--- src/rtl/fpu_arb_pkg.sv ---
// Shared types for the FP add/sub arbiter: owner and opcode encodings,
// the tag-slot payload carried beside the FP pipe, and operand formatting.
package fpu_arb_pkg;

    localparam int unsigned TAG_W_DFLT = 5;

    typedef enum logic {
        OWN_A = 1'b0,
        OWN_B = 1'b1
    } owner_e;

    typedef enum logic {
        OP_ADD = 1'b0,
        OP_SUB = 1'b1
    } op_e;

    typedef struct packed {
        logic                  vld;
        owner_e                owner;
        logic [TAG_W_DFLT-1:0] tag;
    } issue_tag_t;

    // The attached unit computes x1 - x2, so an add is issued with x2 negated.
    function automatic logic [31:0] fmt_x2(input op_e op, input logic [31:0] x2);
        return {x2[31] ^ (op == OP_ADD), x2[30:0]};
    endfunction

endpackage

--- src/rtl/fpu_tag_delay.sv ---
// Fixed-depth shift register carrying {vld, owner, tag} alongside the FP pipe.
// Ports: sys_clk, rstn (async active-low), din (slot loaded this cycle),
//        dout (oldest slot, aligned with the FP unit's result).
module fpu_tag_delay
    import fpu_arb_pkg::*;
#(
    parameter int unsigned DEPTH = 4
) (
    input  logic       sys_clk,
    input  logic       rstn,
    input  issue_tag_t din,
    output issue_tag_t dout
);

    issue_tag_t sr [DEPTH];

    // Shifts every cycle; idle cycles insert invalid slots.
    always_ff @(posedge sys_clk or negedge rstn) begin
        if (!rstn) begin
            for (int i = 0; i < DEPTH; i++) begin
                sr[i] <= '0;
            end
        end else begin
            sr[0] <= din;
            for (int i = 1; i < DEPTH; i++) begin
                sr[i] <= sr[i-1];
            end
        end
    end

    assign dout = sr[DEPTH-1];

endmodule

--- src/rtl/fpu_addsub_arbiter.sv ---
// Shares one fixed-latency FP subtract pipe between requesters A and B.
// Round-robin issue, add implemented by negating x2, tags ride a delay line
// and results are routed back to their owner.
// Ports: sys_clk, rstn (async active-low);
//        a_/b_ valid, ready (combinational), op, x1, x2, tag  - request side;
//        a_/b_ rsp_valid, rsp_y, rsp_tag                      - response side;
//        pipe_valid, pipe_x1, pipe_x2 / pipe_out_valid, pipe_y - FP unit;
//        err - sticky result/slot sequencing error.
module fpu_addsub_arbiter
    import fpu_arb_pkg::*;
#(
    parameter int unsigned LAT          = 3,
    parameter int unsigned TAG_W        = TAG_W_DFLT,
    parameter int unsigned MAX_INFLIGHT = 4
) (
    input  logic             sys_clk,
    input  logic             rstn,
    input  logic             a_valid,
    output logic             a_ready,
    input  logic             a_op,
    input  logic [31:0]      a_x1,
    input  logic [31:0]      a_x2,
    input  logic [TAG_W-1:0] a_tag,
    output logic             a_rsp_valid,
    output logic [31:0]      a_rsp_y,
    output logic [TAG_W-1:0] a_rsp_tag,
    input  logic             b_valid,
    output logic             b_ready,
    input  logic             b_op,
    input  logic [31:0]      b_x1,
    input  logic [31:0]      b_x2,
    input  logic [TAG_W-1:0] b_tag,
    output logic             b_rsp_valid,
    output logic [31:0]      b_rsp_y,
    output logic [TAG_W-1:0] b_rsp_tag,
    output logic             pipe_valid,
    output logic [31:0]      pipe_x1,
    output logic [31:0]      pipe_x2,
    input  logic             pipe_out_valid,
    input  logic [31:0]      pipe_y,
    output logic             err
);

    localparam int unsigned CNT_W = $clog2(MAX_INFLIGHT + 1);
    localparam int unsigned DEPTH = LAT + 1;

    logic [CNT_W-1:0] cnt_a;
    logic [CNT_W-1:0] cnt_b;
    owner_e           last_grant;
    logic             elig_a;
    logic             elig_b;
    logic             accept;
    logic             seq_err;
    logic             dec_a;
    logic             dec_b;
    issue_tag_t       slot_in;
    issue_tag_t       slot_out;

    // Arbitration: a lone eligible requester wins; on contention the one not
    // granted last time wins.
    assign elig_a  = a_valid && (cnt_a < CNT_W'(MAX_INFLIGHT));
    assign elig_b  = b_valid && (cnt_b < CNT_W'(MAX_INFLIGHT));
    assign a_ready = elig_a && (!elig_b || (last_grant == OWN_B));
    assign b_ready = elig_b && (!elig_a || (last_grant == OWN_A));
    assign accept  = a_ready || b_ready;

    // Slot entered into the delay line in step with pipe_valid.
    always_comb begin
        slot_in       = '0;
        slot_in.vld   = accept;
        slot_in.owner = b_ready ? OWN_B : OWN_A;
        slot_in.tag   = b_ready ? TAG_W_DFLT'(b_tag) : TAG_W_DFLT'(a_tag);
    end

    fpu_tag_delay #(
        .DEPTH (DEPTH)
    ) u_tag_delay (
        .sys_clk (sys_clk),
        .rstn    (rstn),
        .din     (slot_in),
        .dout    (slot_out)
    );

    // Result and slot must arrive together; any disagreement is a sequencing
    // error and suppresses the response and counter decrement.
    assign seq_err = pipe_out_valid != slot_out.vld;
    assign dec_a   = pipe_out_valid && slot_out.vld && (slot_out.owner == OWN_A);
    assign dec_b   = pipe_out_valid && slot_out.vld && (slot_out.owner == OWN_B);

    // Issue registers, grant pointer and sticky error.
    always_ff @(posedge sys_clk or negedge rstn) begin
        if (!rstn) begin
            pipe_valid <= 1'b0;
            pipe_x1    <= '0;
            pipe_x2    <= '0;
            last_grant <= OWN_B;
            err        <= 1'b0;
        end else begin
            pipe_valid <= accept;
            if (accept) begin
                pipe_x1    <= b_ready ? b_x1 : a_x1;
                pipe_x2    <= b_ready ? fmt_x2(op_e'(b_op), b_x2) : fmt_x2(op_e'(a_op), a_x2);
                last_grant <= b_ready ? OWN_B : OWN_A;
            end
            if (seq_err) begin
                err <= 1'b1;
            end
        end
    end

    // Outstanding counters; simultaneous inc and dec cancel.
    always_ff @(posedge sys_clk or negedge rstn) begin
        if (!rstn) begin
            cnt_a <= '0;
            cnt_b <= '0;
        end else begin
            case ({a_ready, dec_a})
                2'b10:   cnt_a <= cnt_a + CNT_W'(1);
                2'b01:   cnt_a <= cnt_a - CNT_W'(1);
                default: cnt_a <= cnt_a;
            endcase
            case ({b_ready, dec_b})
                2'b10:   cnt_b <= cnt_b + CNT_W'(1);
                2'b01:   cnt_b <= cnt_b - CNT_W'(1);
                default: cnt_b <= cnt_b;
            endcase
        end
    end

    // Response registers: valid pulses one cycle, data holds between results.
    always_ff @(posedge sys_clk or negedge rstn) begin
        if (!rstn) begin
            a_rsp_valid <= 1'b0;
            a_rsp_y     <= '0;
            a_rsp_tag   <= '0;
            b_rsp_valid <= 1'b0;
            b_rsp_y     <= '0;
            b_rsp_tag   <= '0;
        end else begin
            a_rsp_valid <= dec_a;
            b_rsp_valid <= dec_b;
            if (dec_a) begin
                a_rsp_y   <= pipe_y;
                a_rsp_tag <= TAG_W'(slot_out.tag);
            end
            if (dec_b) begin
                b_rsp_y   <= pipe_y;
                b_rsp_tag <= TAG_W'(slot_out.tag);
            end
        end
    end

endmodule
--- config.mk ---
export PLATFORM = sky130hd
export DESIGN_NAME = fpu_addsub_arbiter
export DESIGN_NICKNAME = d
export VERILOG_FILES = /design/src/rtl/fpu_arb_pkg.sv /design/src/rtl/fpu_tag_delay.sv /design/src/rtl/fpu_addsub_arbiter.sv
export SDC_FILE = /design/constraint.sdc
export NUM_CORES = 1
export LEC_CHECK = 0
export ABC_AREA = 0
export CAP_MARGIN = 30
export CORE_ASPECT_RATIO = 1.5
export CORE_MARGIN = 5
export CORE_UTILIZATION = 37
export DETAILED_ROUTE_END_ITERATION = 10
export PLACE_DENSITY = 0.8
export SLEW_MARGIN = 20
export SYNTH_ARGS = -nofsm -noshare
export SYNTH_HDL_FRONTEND = slang
export SYNTH_SLANG_ARGS = --single-unit
--- constraint.sdc ---
create_clock -name sys_clk -period 2.1 [get_ports sys_clk]
set_input_delay 0.315 -clock sys_clk [delete_from_list [all_inputs] [get_ports sys_clk]]
set_output_delay 0.315 -clock sys_clk [all_outputs]
set_load 0.005 [all_outputs]
Word level (Yosys, flattened, before mapping)
Index checks and enable logic that the tools add are counted.
{"block": "op_classes", "addsub": 4, "multipliers": 0, "div_mod_pow": 0, "magnitude_cmp": 2, "n_eq_ne": 5, "n_shift": 0, "muxes": 6, "n_bitwise": 6, "n_reduce_logical": 14}
{"cell": "$mux W32", "n": 2}
{"cell": "$pmux W3 S2", "n": 2}
{"cell": "$logic_and A1 B1 Y1", "n": 7}
{"cell": "$add A3 B1 Y3 const B", "n": 2}
{"cell": "$lt A3 B3 Y1 const B", "n": 2}
{"cell": "$sub A3 B1 Y3 const B", "n": 2}
{"cell": "$mux W5", "n": 1}
{"cell": "$eq A2 B1 Y1 const B", "n": 2}
{"cell": "$eq A2 B2 Y1 const B", "n": 2}
{"cell": "$not A1 Y1", "n": 4}
{"cell": "$reduce_bool A2 Y1", "n": 2}
{"cell": "$logic_or A1 B1 Y1", "n": 3}
{"cell": "$logic_not A1 Y1", "n": 2}
{"cell": "$xor A1 B1 Y1", "n": 2}
{"cell": "$mux W1", "n": 1}
{"cell": "$ne A1 B1 Y1", "n": 1}
{"block": "word_totals", "register_bits": 176, "latchBits": 0, "mem_bits_rw": 0, "romBits": 0, "out_inout_bits": 144, "word_cells": 61, "memories": 0}

Logic depth before layout (Yosys ltp)
Gate-level depths: netlist (run 1).
{"block": "depth", "depth_word": 7, "ltp_mapped": 10, "ltp_nobuf": 8}

Hierarchy
A second synthesis (run 1) with hierarchy kept.
{"block": "hier_totals", "cells_unflattened": 463, "hier_area_um2": 7043.0}
{"module": "fpu_addsub_arbiter", "n_inst": 1, "cells_each": 428, "area_per_inst_um2": 6289.8, "seq_area_each_um2": 3729.8}
{"module": "fpu_tag_delay", "n_inst": 1, "cells_each": 35, "area_per_inst_um2": 753.2, "seq_area_each_um2": 700.7}

Worst setup path after synthesis (run 1)
Ideal clock, no wire load.
{"block": "synth_path", "path_kind": "register to register", "start": "reg u_tag_delay.sr, in the netlist u_tag_delay.dout[6]", "end": "reg cnt_b[2]", "arrival_time_ps": 2008, "t_required_ps": 1975, "slack_ps": -33, "path_stages_with_launch": 11, "n_path_buf": 2, "period_less_slack_ps": 2133, "path_cell_list": "dfrtp_1 ha_1 nand2_1 buf_2 buf_2 inv_1 ha_1 fa_1 xnor2_1 nor2_1 xor2_1"}
{"block": "synth_between", "elab_chain_len": 4}
{"item": "from (decl)", "line_no": "fpu_tag_delay.sv:15", "source": "issue_tag_t sr [DEPTH];"}
{"item": "from (signal, indexed assignment)", "line_no": "fpu_tag_delay.sv:26", "source": "sr[i] <= sr[i-1];"}
{"item": "$logic_and A1 B1 Y1 * (2 in a row)", "line_no": "fpu_addsub_arbiter.sv:88", "source": "assign dec_b = pipe_out_valid && slot_out.vld && (slot_out.owner == OWN_B);"}
{"item": "net dec_b", "line_no": "fpu_addsub_arbiter.sv:55", "source": "logic dec_b;"}
{"item": "$eq A2 B1 Y1 / $eq A2 B2 Y1 (equally long branches)", "line_no": "fpu_addsub_arbiter.sv:122", "source": "case ({b_ready, dec_b})"}
{"item": "$pmux W3 S2 / $reduce_bool A2 Y1 (equally long branches)"}
{"item": "to (signal assigned)", "line_no": "fpu_addsub_arbiter.sv:123", "source": "2'b10: cnt_b <= cnt_b + CNT_W'(1);"}
{"item": "to (signal assigned)", "line_no": "fpu_addsub_arbiter.sv:124", "source": "2'b01: cnt_b <= cnt_b - CNT_W'(1);"}
{"item": "to (signal assigned)", "line_no": "fpu_addsub_arbiter.sv:125", "source": "default: cnt_b <= cnt_b;"}
{"item": "to (decl)", "line_no": "fpu_addsub_arbiter.sv:48", "source": "logic [CNT_W-1:0] cnt_b;"}
The timed path passes the listed nets; every way through them passes the cells marked *.
A chain may end at the register's enable or synchronous reset.

Worst setup path after layout (run 1)
{"block": "layout_path", "start": "reg cnt_b[2]", "end": "out a_ready"}
{"block": "layout_between", "elab_chain_len": 5}
{"item": "$lt A3 B3 Y1", "line_no": "fpu_addsub_arbiter.sv:62", "source": "assign elig_b = b_valid && (cnt_b < CNT_W'(MAX_INFLIGHT));"}
{"item": "$logic_and A1 B1 Y1", "line_no": "fpu_addsub_arbiter.sv:62"}
{"item": "$logic_not A1 Y1", "line_no": "fpu_addsub_arbiter.sv:63", "source": "assign a_ready = elig_a && (!elig_b || (last_grant == OWN_B));"}
{"item": "$logic_or A1 B1 Y1", "line_no": "fpu_addsub_arbiter.sv:63"}
{"item": "$logic_and A1 B1 Y1", "line_no": "fpu_addsub_arbiter.sv:63"}
{"item": "to (decl)", "line_no": "fpu_addsub_arbiter.sv:19", "source": "output logic a_ready,"}
No other way between the ends.

==> results.cfg, run 1 <==
[status]
status = completed

[detailed_routing]
routedWlPerCell_um = 18.5
drt-initial-drc-count = 230
vias = 5165
ant_nets = 0
viasPerCell = 4.94
routed_wl_mm = 19.4
drtPass1Iterations = 4
drc_errors = 0

[logic_synthesis]
yosysMostFrequentCell = dfrtp_1
netlist_instances = 451
synth_top_area_share_pct = 63.0
syn_area_sq_um = 6950
synth_area_leader_cell = dfrtp_1
synth-async-reset-ratio_pct = 100
synth_fp_nets = 633
yosysWarnings = 0
synth_seq_area_share_pct = 63.4
synth_top_cells_by_area = dfrtp_1 63%, o221a_1 10%, mux2_1 9.1%
yosys-top-cells-count = 175 x dfrtp_1, 63 x or3_1, 62 x o221a_1
synth_edf_count = 0
synthFlopType = dfrtp_1
synth_cell_types = 31
ys_seq_elements = 176
avgSynthCellArea_sq_um = 15.4

[layout]
nets = 963
final_cell_count_no_fill = 1046
diodes = 0
drive_gt1_share_pct = 11.8
area_growth_syn_to_layout_pct = 60.4

[sta]
fin_crit_sh_pct = 94.0
relSlewSlack_pct = 58.9
fin_setup_tns_ns = 0
rsz0062_at_grt = no
finalHoldViolCount = 0
worst_pin_slew_ns = 0.617
drv_slew = 0
min_period_ns = 1.97
fmax_mhz = 507
timing.final.ws_setup_ns = 0.126
fin_skew_ns = 0.0162
setup_violations = 0

[setup_path]
start_kind = flip-flop
max_stage_delay_ns = 0.44
cp_num_buf_inv = 2
arrival_ns = 1.66
cp_top_family = buffers and inverters
endpoint_kind = output pin
path_cells = nand2b_4 -> o21ai_4 -> inv_2 -> clkdlybuf4s50_1
crit_type = flip-flop to output pin
crit_slowest_cell = clkdlybuf4s50_1
cp_max_fo = 4
critical_path_required_ns = 1.78

[floorplan]
die-width_um = 122
die_h_um = 178
core.rowCount = 61
start_util_pct = 37.5
dieArea_sq_um = 21700
core_area_sq_um = 18500
ioPinCount = 321

[pwr]
p_leak_uw = 0.00452
combPwrFrac_pct = 42.1
p_sw_share_pct = 29.1
switchingPower_uw = 4460
cell_internal_pwr_uw = 10900
sequentialPowerShare_pct = 37.4
pwr-share-clk_pct = 20.5
ir_drop_uv = 621
finalPower_uw = 15300
p_per_area_nw_per_um2 = 1370

[grt]
grt_use_total_pct = 18.1
grt_pass1_wl_mm = 30.4
grt_pass1_vias = 5705
grt_start_max_net_pins = 64
grt_antenna_before_repair = 0
grt_remaining_overflow = 0

[clock_tree]
clk_latency_ns = 0.42
cts_tree = built
cts_buffers = 17
path_clk_slew_ns = 0.07
clock-root-buffer = clkbuf_16
clock-sinks = 176
cts.path.max_buffers = 2
htreeDepth = 4

[placement]
gp_congestion = 0.748
dp_cells = 1008
port_buffers = 320
dp_slack_ns = -0.117
hpwl_mm = 14.1

[flow_run]
maxCapViolations = 0

[hold_path]
hold_class = flip-flop to flip-flop
[power by group through the flow]
stage / combinational, uW / clock (uW) / sequential (uW)
floorplan: 2490 / 0 / 5820
global placement: 6300 / 0 / 5760
detailed placement: 6480 / 0 / 5790
CTS: 6560 / 3250 / 5750
global route: 6960 / 3420 / 5960
finish: 6450 / 3150 / 5730
[final timing paths]
kind	from	end	slack, ns	cells past startpoint
setup reg to reg	cnt_a[2]	cnt_b[2]	0.21	9
hold / removal	u_tag_delay.sr[12]	u_tag_delay.dout[5]	0.34	0
setup / recovery	cnt_b[2]	a_ready	0.13	4
max in group asynchronous	rstn	last_grant	0.95	3
min in group asynchronous	rstn	a_rsp_y[2]	0.45	2
hold reg to reg	u_tag_delay.sr[12]	u_tag_delay.dout[5]	0.34	0
[metrics by stage]
step	util (%)	instance area [sq um]	hold slack (ns)
floorplan	-	6960	0.0194
global placement	56.5	10500	0.333
detailed placement	56.7	10500	0.335
CTS	60.1	11200	0.342
global route	60.1	11200	0.349
finish	60.1	11200	0.338
[layout make-up]
class | count | area (sq um)
timing repair buffer | 346 | 3500
clock inverter | 14 | 164
fill | 1456 | 7390
inverter | 3 | 11.3
sequential | 176 | 4410
clock buffer | 18 | 429
multi-input combinational | 237 | 2330
tap | 252 | 315
[cell usage in the layout (no fill, tap or decap), types with 3 or more instances in the layout]
master / count
dfrtp_1: 175
xor2_1: 3
mux2_1: 56
clkdlybuf4s50_1: 318
o221a_1: 62
clkbuf_16: 17
xnor2_1: 5
buf_4: 18
or3_1: 63
nor2b_4: 3
mux2_4: 5
buf_12: 6
mux2_2: 20
nand2_1: 3
inv_8: 6
ha_1: 3
[worst register-to-register path: stages (launching register included)]
cell and delay, ns:
dfrtp_1 0.40, nor2b_4 0.06, buf_4 0.14, a21oi_4 0.16, inv_2 0.05, ha_1 0.20
fa_1 0.38, xnor2_1 0.13, nor2_1 0.11, xor2_1 0.16
[flip-flops by register name, summed over array words and instances, names as in the netlist]
register          flops
err                   1
a_rsp_valid           1
b_rsp_valid           1
cnt_a                 3
u_tag_delay.sr       21
a_rsp_y              32
last_grant            1
b_rsp_tag             5
cnt_b                 3
pipe_x1              32
pipe_x2              32
b_rsp_y              32
u_tag_delay.dout      7
a_rsp_tag             5
[cells by family after synthesis]
family / after synthesis / synth area share, %
adder cells (fa/ha/maj): 5 / 1.12
XOR/XNOR: 8 / 1.01
AND/OR/NAND/NOR: 76 / 6.89
AO/OA/AOI/OAI: 66 / 10.7
buffers and inverters: 38 / 3.42
multiplexers: 82 / 13.5
flip-flops: 176 / 63.4
[timing repair]
| item | in CTS | in global routing |
|---|---|---|
| hold buffers | 1 | 0 |
| resized for setup | 1 | 0 |
| endpoints found under the setup margin | 2 | 1 |
| hold endpoints to repair | 55 | 0 |
| setup buffers | 5 | 1 |
[routing by layer]
metal | part of all wire [%] | track usage [%] | vias to the layer above
li1 | - | - | 2356
met1 | 39 | 21.4 | 2532
met2 | 49 | 30.2 | 243
met3 | 9.1 | 6.22 | 34
met4 | 2.6 | 6.73 | 0
met5 | 0 | 0 | -
No activity file was read; power rests on OpenSTA's default activity.
==> run 2, diff against run 1 <==
Settings changed: SETUP_SLACK_MARGIN set to 0.02.
==> results.cfg, run 2 (synthesis gave the netlist of run 1 again) <==
[status]
status = completed

[clock_tree]
clock-root-buffer = clkbuf_16
htreeDepth = 4
cts_buffers = 17
cts_tree = built
clk_latency_ns = 0.42
cts.path.max_buffers = 2
clock-sinks = 176
path_clk_slew_ns = 0.07

[pwr]
sequentialPowerShare_pct = 37.3
p_sw_share_pct = 29.1
finalPower_uw = 15300
combPwrFrac_pct = 42.1
pwr-share-clk_pct = 20.5
p_per_area_nw_per_um2 = 1370
ir_drop_uv = 619
cell_internal_pwr_uw = 10900
p_leak_uw = 0.00454
switchingPower_uw = 4460

[layout]
nets = 964
final_cell_mix = 317 x clkdlybuf4s50_1, 175 x dfrtp_1, 63 x or3_1
multi_input_area_sq_um = 2330
nFillCells = 1452
area_growth_syn_to_layout_pct = 60.6
drive_gt1_share_pct = 11.9
seqCellArea_sq_um = 4410
diodes = 0
final_common_cell = clkdlybuf4s50_1

[placement]
dp_slack_ns = -0.117
port_buffers = 320
hpwl_mm = 14.1
gp_congestion = 0.748

[grt]
grt_antenna_before_repair = 0
grtUsageMet1_pct = 21.4
grt_remaining_overflow = 0
grt_pass1_wl_mm = 30.4
grt_start_max_net_pins = 64
grt_use_total_pct = 18.1
grt_pass1_vias = 5704
grtUsageMet2_pct = 30.2
use_met3_pct = 6.22
grt-busiest-layer = met2

[sta]
finalHoldViolCount = 0
relSlewSlack_pct = 58.5
fmax_mhz = 525
rsz0062_at_grt = no
fin_crit_sh_pct = 90.6
setup_violations = 0
timing.final.ws_setup_ns = 0.197
fin_skew_ns = 0.0154
drv_slew = 0
worst_pin_slew_ns = 0.622
min_period_ns = 1.90

[floorplan]
die_h_um = 178
core.rowCount = 61
core_area_sq_um = 18500
start_util_pct = 37.5
ioPinCount = 321
die-width_um = 122
dieArea_sq_um = 21700

[setup_path]
cp_max_fo = 3
critical_path_required_ns = 1.78
timing.rr.start = cnt_a[2]
arrival_ns = 1.59
start_kind = flip-flop
crit_type = flip-flop to output pin
reg2reg_depth = 9
endpoint_kind = output pin
critPathLaunch = cnt_a[2]

[detailed_routing]
ant_nets = 0
drt-initial-drc-count = 214
drc_errors = 0
routedWlPerCell_um = 18.5
viasPerCell = 4.94
vias = 5169
drtPass1Iterations = 4
routed_wl_mm = 19.4

[hold_path]
min_from = u_tag_delay.sr[12]
hold_class = flip-flop to flip-flop
hold_depth = 0

[flow_run]
maxCapViolations = 0
-- run 2: changes by cell type in the layout (fill, tap and decap cells not counted), sizes merged --
| cell | change |
|---|---|
| buf | +1 |
| clkdlybuf4s50 | -1 |
| dlymetal6s2s | +1 |
-- run 2: path summary, 6_finish.rpt --
| check | endpoint | slack, ns |
|---|---|---|
| worst max-delay path | b_ready | 0.20 |
| worst min register to register | u_tag_delay.dout[5] | 0.34 |
| min in group asynchronous | a_rsp_y[2] | 0.45 |
| worst max register to register | cnt_b[2] | 0.22 |
| worst min-delay path | u_tag_delay.dout[5] | 0.34 |
| max in group asynchronous | last_grant | 0.95 |
-- run 2: timing repair --
action	in CTS	in global routing
endpoints found under the hold margin	55	0
hold buffers	1	0
resized for setup	2	1
buffers inserted	5	1
pin swaps	0	1
setup endpoints to repair	2	1
-- run 2: stage by stage --
step	TNS, ns	utilization (%)	cell area (sq um)	hold WS [ns]	cells
after floorplan	0	-	6960	0.0194	451
after global placement	-10.65	56.5	10500	0.333	1007
after detailed placement	-1.14	56.7	10500	0.335	1008
after CTS	0	60.2	11200	0.342	1046
after global routing	0	60.2	11200	0.349	1047
final	0	60.2	11200	0.338	1047
-- run 2: final cells by class --
type,count,share of cell area (%)
clock buffer,18,3.84
clock inverter,14,1.47
inverter,3,0.101
multi-input combinational,237,20.9
sequential,176,39.4
tap,252,2.82
timing repair buffer,347,31.4
-- run 2: power groups by stage --
stage,clock network (uW),registers (uW),logic (uW)
5_1_grt,3420,5960,6970
4_1_cts,3250,5750,6570
3_3_place_gp,0,5760,6300
3_5_place_dp,0,5790,6480
2_1_floorplan,0,5820,2490
6_report,3150,5730,6460
-- run 2: worst max-delay path: stages (launching register included) --
cell and delay (ns):
dfrtp_1 0.41, nor2b_4 0.15, buf_4 0.14, a21oi_4 0.06, buf_4 0.14, dlygate4sd2_1 0.27
-- run 2: per-layer routing --
layer / wire (um) / part of all wire (%)
met5: 0 / 0
met1: 7570 / 39
met4: 512 / 2.6
met2: 9530 / 49
met3: 1760 / 9.1
==> run 3, diff against run 2 <==
Settings changed: SLEW_MARGIN 20 to not set.
==> results of run 3 <==
No change in the layout: final DEF, timing and power equal those of run 2.
